$ cat config.mk
export PLATFORM = sky130hd
export DESIGN_NAME = hub75_bcm_sched
export DESIGN_NICKNAME = d
export VERILOG_FILES = /design/src/rtl/hub75_bcm_sched.sv
export SDC_FILE = /design/constraint.sdc
export NUM_CORES = 1
export LEC_CHECK = 0
export ABC_AREA = 1
export BUFFER_PORTS_ARGS = -buffer_cell sky130_fd_sc_hd__clkbuf_2
export CAP_MARGIN = 0
export CORE_MARGIN = 10
export CORE_UTILIZATION = 30
export DETAILED_ROUTE_END_ITERATION = 10
export GPL_TIMING_DRIVEN = 0
export PLACE_DENSITY = 0.54
export SYNTH_ARGS = -nofsm -noshare
export SYNTH_HDL_FRONTEND = slang
export SYNTH_SLANG_ARGS = --single-unit
$ cat constraint.sdc
create_clock -name clk -period 4.9 [get_ports clk]
set_input_delay 0.245 -clock clk [delete_from_list [all_inputs] [get_ports clk]]
set_output_delay 0.245 -clock clk [all_outputs]
set_load 0.005 [all_outputs]
$ cat src/rtl/hub75_bcm_sched.sv
// BCM bit-plane sequencer for one HUB75 row: walks enabled planes in the chosen
// order and drives shift / latch / blank handshakes with programmable latch timing.
module hub75_bcm_sched #(
    parameter int N_ROWS       = 32,
    parameter int N_PLANES     = 10,
    parameter int TW           = 8,
    parameter int LOG_N_ROWS   = $clog2(N_ROWS),
    parameter int LOG_N_PLANES = $clog2(N_PLANES)
) (
    input  logic                    clk,
    input  logic                    rst,
    output logic [LOG_N_ROWS-1:0]   hub75_addr,
    output logic                    hub75_le,
    output logic [N_PLANES-1:0]     shift_plane,
    output logic                    shift_go,
    input  logic                    shift_rdy,
    output logic [N_PLANES-1:0]     blank_plane,
    output logic                    blank_go,
    input  logic                    blank_rdy,
    input  logic [LOG_N_ROWS-1:0]   ctrl_row,
    input  logic                    ctrl_go,
    output logic                    ctrl_rdy,
    input  logic [N_PLANES-1:0]     cfg_plane_mask,
    input  logic                    cfg_msb_first,
    input  logic [TW-1:0]           cfg_pre_latch_len,
    input  logic [TW-1:0]           cfg_latch_len,
    input  logic [TW-1:0]           cfg_post_latch_len,
    output logic [LOG_N_PLANES:0]   stat_planes_done
);

    typedef enum logic [2:0] {
        IDLE, SCAN, SHIFT, WAIT, PRE, LATCH, POST, BLANK
    } state_t;

    localparam logic [LOG_N_PLANES-1:0] IDX_LAST = LOG_N_PLANES'(N_PLANES - 1);

    state_t                  state, state_nxt;
    logic [LOG_N_PLANES-1:0] idx, idx_nxt, idx_step;
    logic [LOG_N_ROWS-1:0]   row_q;
    logic [N_PLANES-1:0]     mask_q;
    logic                    msb_q;
    logic [TW-1:0]           timer;
    logic                    idx_last;
    logic                    accept;
    logic [N_PLANES-1:0]     plane_oh;

    assign accept   = (state == IDLE) && ctrl_go;
    assign idx_last = msb_q ? (idx == '0) : (idx == IDX_LAST);
    assign idx_step = msb_q ? (idx - 1'b1) : (idx + 1'b1);

    always_comb begin
        plane_oh      = '0;
        plane_oh[idx] = 1'b1;
    end

    assign ctrl_rdy    = (state == IDLE);
    assign shift_go    = (state == SHIFT);
    assign blank_go    = (state == BLANK);
    assign shift_plane = (state == IDLE) ? '0 : plane_oh;
    assign blank_plane = shift_plane;

    always_ff @(posedge clk or posedge rst) begin
        if (rst) begin
            state <= IDLE;
            idx   <= '0;
        end else begin
            state <= state_nxt;
            idx   <= idx_nxt;
        end
    end

    always_comb begin
        state_nxt = state;
        idx_nxt   = idx;
        case (state)
            IDLE: begin
                if (ctrl_go) begin
                    state_nxt = SCAN;
                    idx_nxt   = cfg_msb_first ? IDX_LAST : '0;
                end
            end
            SCAN: begin
                if (mask_q[idx]) begin
                    state_nxt = SHIFT;
                end else if (idx_last) begin
                    state_nxt = IDLE;
                end else begin
                    idx_nxt = idx_step;
                end
            end
            SHIFT: state_nxt = WAIT;
            WAIT: begin
                if (shift_rdy && blank_rdy) state_nxt = PRE;
            end
            PRE: begin
                if (timer == '0) state_nxt = LATCH;
            end
            LATCH: begin
                if (timer == '0) state_nxt = POST;
            end
            POST: begin
                if (timer == '0) state_nxt = BLANK;
            end
            BLANK: begin
                if (idx_last) begin
                    state_nxt = IDLE;
                end else begin
                    state_nxt = SCAN;
                    idx_nxt   = idx_step;
                end
            end
            default: state_nxt = IDLE;
        endcase
    end

    // Sequence context is captured once per accepted go so mid-sequence config changes are inert.
    always_ff @(posedge clk or posedge rst) begin
        if (rst) begin
            row_q  <= '0;
            mask_q <= '0;
            msb_q  <= 1'b0;
        end else if (accept) begin
            row_q  <= ctrl_row;
            mask_q <= cfg_plane_mask;
            msb_q  <= cfg_msb_first;
        end
    end

    // Phase timer reloads on every phase change, so lengths are sampled at phase entry.
    always_ff @(posedge clk or posedge rst) begin
        if (rst) begin
            timer <= '0;
        end else if (state_nxt != state) begin
            case (state_nxt)
                PRE:     timer <= cfg_pre_latch_len;
                LATCH:   timer <= cfg_latch_len;
                POST:    timer <= cfg_post_latch_len;
                default: timer <= timer;
            endcase
        end else if (timer != '0) begin
            timer <= timer - 1'b1;
        end
    end

    always_ff @(posedge clk or posedge rst) begin
        if (rst) begin
            stat_planes_done <= '0;
        end else if (accept) begin
            stat_planes_done <= '0;
        end else if (state == BLANK) begin
            stat_planes_done <= stat_planes_done + 1'b1;
        end
    end

    always_ff @(posedge clk or posedge rst) begin
        if (rst) begin
            hub75_le   <= 1'b0;
            hub75_addr <= '0;
        end else begin
            hub75_le <= (state == LATCH);
            if (state == LATCH) hub75_addr <= row_q;
        end
    end

endmodule

After elaboration in Yosys (flattened, before gate mapping) --
Cells that the tools add are included.
Word-level totals: flip-flop bits (word level) 42, bits of input ports 45, output and inout port bits 34, logic and storage cells 68
Operators by class: add/subtract/negate cells 4, $lt $le $gt $ge 2, equal/unequal tests 15, multiplexer cells 26, reduce and logical (&&, ||, !) cells 12
Operators with widths (count):
- one-hot mux 3 bit (8 select lines) | 1
- one-hot mux 8 bit (3 select lines) | 1
- == test 3 bit, second input constant | 7
- 2-to-1 mux 3 bit | 7
- 2-to-1 mux 4 bit | 5
- 2-to-1 mux 8 bit | 2
- one-hot mux 4 bit (3 select lines) | 1
- 2-to-1 mux 10 bit | 1
- 2-to-1 mux 5 bit | 2
- logical NOT 8 bit | 1
- nonzero test 8 bit | 1
- subtractor 8 x 1 -> 8 bit, second input constant | 1
- == test 3 x 2 -> 1 bit, second input constant | 2
- adder 5 x 1 -> 5 bit, second input constant | 1
- < comparator 4 x 5 -> 1 bit, second input constant | 1
- adder 4 x 1 -> 4 bit, second input constant | 1
- binary-select mux 1 bit (select 4 bit) | 1
- demux 1 bit (select 4 bit) | 1
- == test 4 bit, second input constant | 1
- >= comparator 4 x 1 -> 1 bit, second input constant | 1
- logical NOT 4 bit | 1
- 2-to-1 mux 1 bit | 4
- != test 2 bit, second input constant | 2
- != test 4 x 1 -> 1 bit, second input constant | 1
- 9 further kinds | 12

Depth between registers and ports, before layout --
Gate-level depths: netlist (run 1).
depth in word-level cells 8, mapped depth 20, gate-level depth less buffers 18

Worst setup path before layout (run 1) --
OpenSTA, ideal clock, no wires.
path kind reg2reg, start point register timer[0], end point register timer[2], library setup time 0.117 ns, arrival time 1.887 ns, required time 4.783 ns, slack 2.895 ns, cell stages (with the launch flop) 17, path buffers 1, period minus slack after synthesis 2.005 ns, cells stage by stage dfrtp_1 -> inv_1 -> ha_1 -> inv_1 -> nor2_1 -> nand3_1 -> nor2_1 -> nor2_4 -> nand2_4 -> nor2_1 -> nor2_4 -> nand2_2 -> buf_6 -> inv_4 -> nand2_1 -> nand3_1 -> nand2_1
On the way: word-level cells in the longest chain between the ends 6, elaborated cells between the ends (all ways) 17, those cells by class add/sub: 1; eq/ne: 5; mux: 7; reduce/logical: 4
Ends and longest elaborated chain:
- start: declaration | line 42 | logic [TW-1:0] timer;
- start signal: assignment | line 135 | PRE: timer <= cfg_pre_latch_len;
- start signal: assignment | line 136 | LATCH: timer <= cfg_latch_len;
- start signal: assignment | line 137 | POST: timer <= cfg_post_latch_len;
- logical NOT 8 bit | line 96, 99, 102
- 2-to-1 mux 3 bit, on equally long branches | line 102, 96, 99
- one-hot mux 3 bit (8 select lines) | line 75 | case (state)
- == test 3 bit / != test 3 bit (equally long branches) | line 134, 133
- one-hot mux 8 bit (3 select lines), or another cell as far along | line 134 | case (state_nxt)
- 2-to-1 mux 8 bit / AND reduction 2 bit (equally long branches)
Parallel ways exist; a longest one is shown, timed or not. The select of a mux whose other input is x is not followed. A chain may end at the register's enable or synchronous reset.

Final worst setup path (run 1) --
start point register timer[0], end point register timer[5]
The elaborated chain is that of the path after synthesis.

==> impl_results.md, run 1 <==
* Register bit count reported by yosys at 42
* Final non-filler cell total at 584
* N_diodes at 0
* Critical Path Stages at 15
* Arr. time, crit path at 2.62 ns
* Final total power at 0.002346 W
* Synth area leaders: dfrtp_1 (38%), nand2_1 (19%), nand3_1 (5.1%)
* Crit path kind: flip-flop to flip-flop
* Final ANT Viol Nets at 0
* PD cells at 685.4 nW/um2
* Layout fillers at 929
* Pre-Repair DR Iteration Count at 4
* Max clock buf depth at 2
* Period minus WS final at 2.413 ns
* Critical Path Sink Type: flip-flop
* Drt initial violations at 129
* Worst hold stages at 3
* Worst setup path start: timer[0]$_DFFE_PP0P_
* Crit-path most repeated cell: nand2_1
* Yosys cell types at 34
* Overall Global Routing Usage at 0.1219
* Nets at 525
* Maximum VDD drop at 0.0002759 V
* CTS H-tree lvls at 2
* Cell Rows at 34
* Syn Inst Count at 388
* Status: completed
* Initial Util at 0.3126
* Sequential share of the synthesized area at 0.3799
* Inst Count DP at 575
* Num CTS Buffers at 5
* CP top delay family: simple AND/OR/NAND/NOR gates
* IO buf count at 78
* Hold Vio Cnt, Final at 0
* WHS at 0.1261 ns
* Grt ovf at 0
* Die area at 13460 um2
* Post-CTS Resized at 0
* Mapped cell area at 2766 um2
* Avg Synthesized Cell Area at 7.130 um2
* Synth area leader: dfrtp_1
* First-pass GRT wire length at 13220 um
* Chip Height at 116.0 um
* Worst-margin pin slew at 0.5241 ns
* Launching element type of the critical path: flip-flop
* MaxCap Viol Count at 0
* CP Cell Sequence: inv_1 > ha_1 > nand2_1 > inv_1 > nand2_1 > inv_1 > o21ai_1 > o21ai_2 > nand4_2 > nand2_1 > nand2_1 > nand2_2 > inv_2 > nand2_1 > o21ai_1
* Post-DR wirelength/cell at 13.72 um
* Hold Path Origin: cfg_plane_mask[6]
* Required time of the critical path at 5.11 ns
* Worst-path clk slew at 0.10 ns
* Cell with the most instances after synthesis: nand2_1
* Clk root buf: clkbuf_8
* Drt total wl at 8012 um
* Max-slew violations at 0
* Period Utilization, post-route at 0.4924
* Max Fanout on Critical Path at 9
* Worst Hold End: mask_q[6]$_DFFE_PP0P_
* Share of layout cells above drive strength 1 at 0.2752
* Placer Congestion at 0.8740
* Drt drc at 0
* Initial antenna violation count at 0
* RSZ-0062 raised after global routing: no
* Setup TNS Final at 0 ns
* Die Width at 116.0 um
* Pleak at 1.858 nW
* CP max stage cell: dfrtp_1
* Num ports at 79
* Share of the synthesized area in the top cell type at 0.3799
* WP buf/inv at 4
* Critical Path Max Stage Delay at 0.41 ns
* Vias per cell at 4.634
* Reg2Reg Setup Slack at 2.49 ns
* Post-synth EDFFs at 0
* Largest net degree at the start of global routing at 23
* Hold Path Class: input pin to flip-flop
* Vias in the first global route at 2683
* Detailed Place HPWL at 6264 um
* Most common library cells after synthesis: nand2_1 (138), dfrtp_1 (42), inv_1 (31), nor2_1 (31), nand3_1 (28)
* Area delta synth->final at 23.74%
* FF-to-FF path depth at 15
* Endpoints failing setup at 0
* Max Clock Freq at 414.5 MHz
* Syn nets at 438
* FF-to-FF Start: timer[0]$_DFFE_PP0P_
* Core Area at 8848 um2
* Rel. slew slack at 0.6501
* Core Util, Final at 0.3869
* Top FF cell, synth: dfrtp_1
* Ys async rst share at 1.000
* Clk sink count at 42
* Synth Warn # at 0
* Reg2reg end: timer[5]$_DFFE_PP0P_
* Clock Latency Late Sink at 0.31 ns
* CTS tree: built
* Clock Skew at 0.006790 ns
* Vias at 2706
==> registers in the layout (all words and copies together) (netlist names) <==
name              cells
row_q                 5
idx                   4
mask_q               10
hub75_addr            5
state                 3
hub75_le              1
timer                 8
stat_planes_done      5
msb_q                 1
==> worst max path at each step <==
stage | to | slack, ns
finish | timer[5]$_DFFE_PP0P_ | 2.49
global route | timer[7]$_DFFE_PP0P_ | 2.26
CTS | timer[1]$_DFFE_PP0P_ | 2.51
detailed placement | timer[6]$_DFFE_PP0P_ | 2.52
global placement | timer[1]$_DFFE_PP0P_ | 2.53
floorplan | timer[2]$_DFFE_PP0P_ | 2.90
==> metrics by stage <==
step	setup slack [ns]	instance area, um2
2_1_floorplan	2.895	2766
3_3_place_gp	2.531	3292
3_5_place_dp	2.517	3319
4_1_cts	2.513	3423
5_1_grt	2.264	3423
6_report	2.487	3423
==> timing repair <==
| action | CTS | global route |
|---|---|---|
| endpoints found under the hold margin | 20 | 0 |
| hold buffers | 1 | 0 |
| buffers inserted | 0 | 0 |
==> layer usage <==
metal / GRT usage / wire, um / vias to the layer above
met5: 0 / 0 / -
met2: 0.1756 / 3254 / 80
met3: 0.03773 / 706 / 9
met4: 0.04254 / 104 / 0
met1: 0.1679 / 3946 / 1204
li1: - / - / 1413
==> cell usage in the layout, fill, tap and decap left out, drive strengths merged, types with 3 or more instances in the layout <==
master  synthesis  routed
a21oi           6       6
buf            12      13
clkbuf          4      87
dfrtp          42      42
ha              4       4
inv            39      40
nand2         150     150
nand3          30      30
nand3b          5       5
nand4          16      16
nor2           35      35
nor3            7       7
o21ai          24      24
xnor2           3       3
xor2            5       5
==> power breakdown <==
group          internal, W  switching, W  total, W
combinational     0.000540      0.000934   0.00147
clock             0.000103      0.000146  0.000249
sequential        0.000503      0.000121  0.000624
==> final cells by class <==
class                   instances  area (um2)  area share
multi-input cells             291        1458      0.4258
inverters                      39       148.9     0.04349
clock inverters                 3       25.02    0.007310
well taps                     108       135.1     0.03947
repair buffers                 80       427.9      0.1250
clock buffers                   5       68.82     0.02010
plain buffers                  16       108.9     0.03180
flip-flops and latches         42        1051      0.3070
==> cells by family (layout without fill, tap and decap cells) <==
| kind of cell | after synthesis | after routing | share of synthesized area |
|---|---|---|---|
| buffers and inverters | 55 | 143 | 0.09317 |
| xor gates and xnor gates | 8 | 8 | 0.02533 |
| AOI/OAI and AO/OA | 33 | 33 | 0.06513 |
| DFF | 42 | 42 | 0.3799 |
| adders and majority gates | 5 | 5 | 0.02533 |
| and+or+nand+nor | 245 | 245 | 0.4111 |
==> worst register-to-register path: stages (launching register included) <==
cell and delay, ns:
dfrtp_1 0.41, inv_1 0.08, ha_1 0.21, nand2_1 0.11, inv_1 0.06, nand2_1 0.08
inv_1 0.08, o21ai_1 0.07, o21ai_2 0.22, nand4_2 0.37, nand2_1 0.21, nand2_1 0.08
nand2_2 0.12, inv_2 0.10, nand2_1 0.07, o21ai_1 0.06
(Power assumes the default switching activity.)
==> inputs of run 2 (changes only) <==
--- a/config.mk
+++ b/config.mk
@@ -12,7 +12,7 @@
 export CORE_UTILIZATION = 30
 export DETAILED_ROUTE_END_ITERATION = 10
 export GPL_TIMING_DRIVEN = 0
-export PLACE_DENSITY = 0.54
+export PLACE_DENSITY = 0.56
 export SYNTH_ARGS = -nofsm -noshare
 export SYNTH_HDL_FRONTEND = slang
 export SYNTH_SLANG_ARGS = --single-unit
==> constraint.sdc (replaced) <==
create_clock -name clk -period 2.11 [get_ports clk]
set_input_delay 0.1055 -clock clk [delete_from_list [all_inputs] [get_ports clk]]
set_output_delay 0.1055 -clock clk [all_outputs]
set_load 0.005 [all_outputs]
==> impl_results.md, run 2 (synthesis results as in run 1) <==
* Footprint of the multi-input gates at 1628 um2
* Launching element type of the critical path: flip-flop
* Cell Rows at 34
* Drt initial violations at 141
* Clk root buf: clkbuf_8
* Combinational share of power at 0.686
* Num ports at 79
* Clk sink count at 42
* Initial Util at 0.3126
* Worst setup path start: state[2]$_DFF_PP0_
* Nets at 553
* Vias in the first global route at 2787
* Detailed Place HPWL at 6474 um
* Switch share at 0.4850
* Hold Path Class: input pin to flip-flop
* First-pass GRT wire length at 13730 um
* Pleak at 2.055 nW
* Number of flip-flops under the largest register name at 10
* Core Area at 8848 um2
* Rel. slew slack at 0.7160
* Sw Pwr at 0.003268 W
* Period Utilization, post-route at 0.9825
* Clock share of power at 0.096
* Die Width at 116.0 um
* CTS tree: built
* Max Clock Freq at 482.4 MHz
* PD cells at 1732 nW/um2
* Largest net degree at the start of global routing at 34
* Reg area at 1057 um2
* Most common cell after layout, fill and taps aside: nand2_1
* Hold Vio Cnt, Final at 0
* Grt ovf at 0
* Worst-margin pin slew at 0.4261 ns
* Chip Height at 116.0 um
* Arr. time, crit path at 2.26 ns
* Area delta synth->final at 40.62%
* Inst Count DP at 575
* Largest Register: mask_q
* Core Util, Final at 0.4396
* FF-to-FF Start: state[2]$_DFF_PP0_
* Vias per cell at 4.706
* Pre-Repair DR Iteration Count at 5
* Max Fanout on Critical Path at 6
* Placed Area at 3312 um2
* Layout fillers at 920
* Final non-filler cell total at 612
* WHS at 0.005430 ns
* Endpoints failing setup at 0
* Top Registers: mask_q: 10 flops, timer: 8 flops
* MaxCap Viol Count at 0
* Worst-path clk slew at 0.09 ns
* Max-slew violations at 0
* Initial antenna violation count at 0
* Clock Latency Late Sink at 0.30 ns
* Final ANT Viol Nets at 0
* Commonest cells after routing, fill and taps aside: nand2_1 (125), clkbuf_2 (79), dfrtp_1 (37)
* CTS H-tree lvls at 2
* DP Worst Slack at -0.3075 ns
* Num CTS Buffers at 5
* N_diodes at 0
* Hold Path Origin: cfg_plane_mask[1]
* Clock Skew at 0.006811 ns
* Status: completed
* Placer Congestion at 0.8643
* Share of layout cells above drive strength 1 at 0.3849
* Global Route met2 Usage at 0.1930
* Die area at 13460 um2
* Int Power at 0.003471 W
* Final worst slack at 0.03694 ns
* Vias at 2880
* Overall Global Routing Usage at 0.1260
* Maximum VDD drop at 0.0005506 V
* Reg power frac at 0.218
* Drt drc at 0
* Required time of the critical path at 2.30 ns
* Critical Path Sink Type: flip-flop
* Period minus WS final at 2.073 ns
* Drt total wl at 8903 um
* Met3 usage at 0.03307
* RSZ-0062 raised after global routing: yes
* Post-DR wirelength/cell at 14.55 um
* Most Crowded Layer GR: met2
* IO buf count at 78
* Max clock buf depth at 2
* Final instance area at 3890 um2
* Grt met1 use at 0.1710
* Crit path kind: flip-flop to flip-flop
[run 2: layout make-up]
class                   instances  area share
well taps                     108     0.03474
plain buffers                  16     0.03023
repair buffers                108      0.1747
clock inverters                 3     0.01029
flip-flops and latches         42      0.2718
inverters                      39     0.04214
clock buffers                   5     0.01769
multi-input cells             291      0.4185
[run 2: power groups by stage]
stage	Clock [W]	Sequential [W]	Combinational, W
6_report	0.000647	0.00147	0.00462
5_1_grt	0.000696	0.00152	0.00515
4_1_cts	0.000662	0.00145	0.00389
3_5_place_dp	0	0.00146	0.00344
3_3_place_gp	0	0.00146	0.00338
2_1_floorplan	0	0.00140	0.00261
[run 2: repair_timing]
action / 4_1_cts / 5_1_grt
pin swaps: 6 / 17
buffers inserted: 11 / 13
hold buffers: 3 / 0
endpoints found under the hold margin: 11 / 0
gates resized for setup: 25 / 34
setup endpoints to repair: 18 / 31
gates cloned: 0 / 2
[run 2: worst paths after layout]
path	slack, ns	to	cells after the start
setup / recovery	0.04	timer[3]$_DFFE_PP0P_	14
hold / removal	0.005	mask_q[1]$_DFFE_PP0P_	3
setup reg to reg	0.04	timer[3]$_DFFE_PP0P_	14
hold reg to reg	0.48	timer[7]$_DFFE_PP0P_	2
max in group asynchronous	1.37	idx[3]$_DFFE_PP0P_	4
min in group asynchronous	0.27	timer[0]$_DFFE_PP0P_	3
[run 2: per-layer routing]
| metal | wire length, um | up-vias |
|---|---|---|
| met5 | 0 | - |
| met1 | 4090 | 1330 |
| met2 | 4059 | 76 |
| met4 | 93 | 0 |
| li1 | - | 1467 |
| met3 | 660 | 7 |
[run 2: stage by stage]
stage                 TNS (ns)  total power, W
detailed placement      -2.367        0.004908
floorplan                    0        0.004013
CTS                 -0.0003877        0.006002
global route           -0.9000        0.007365
global placement        -2.091        0.004841
finish                       0        0.006739
[run 2: worst max-delay path, cell delays in order, from the launching register on]
cell	delay, ns
dfrtp_2	0.42
inv_2	0.10
nor3_4	0.33
nand3_2	0.15
nand3_2	0.11
nor2_4	0.04
nand2_4	0.11
nor2_4	0.05
nor2_4	0.17
nand2_4	0.10
clkbuf_16	0.17
nand2_4	0.06
nand2_1	0.05
nand2_1	0.05
nand2_1	0.05
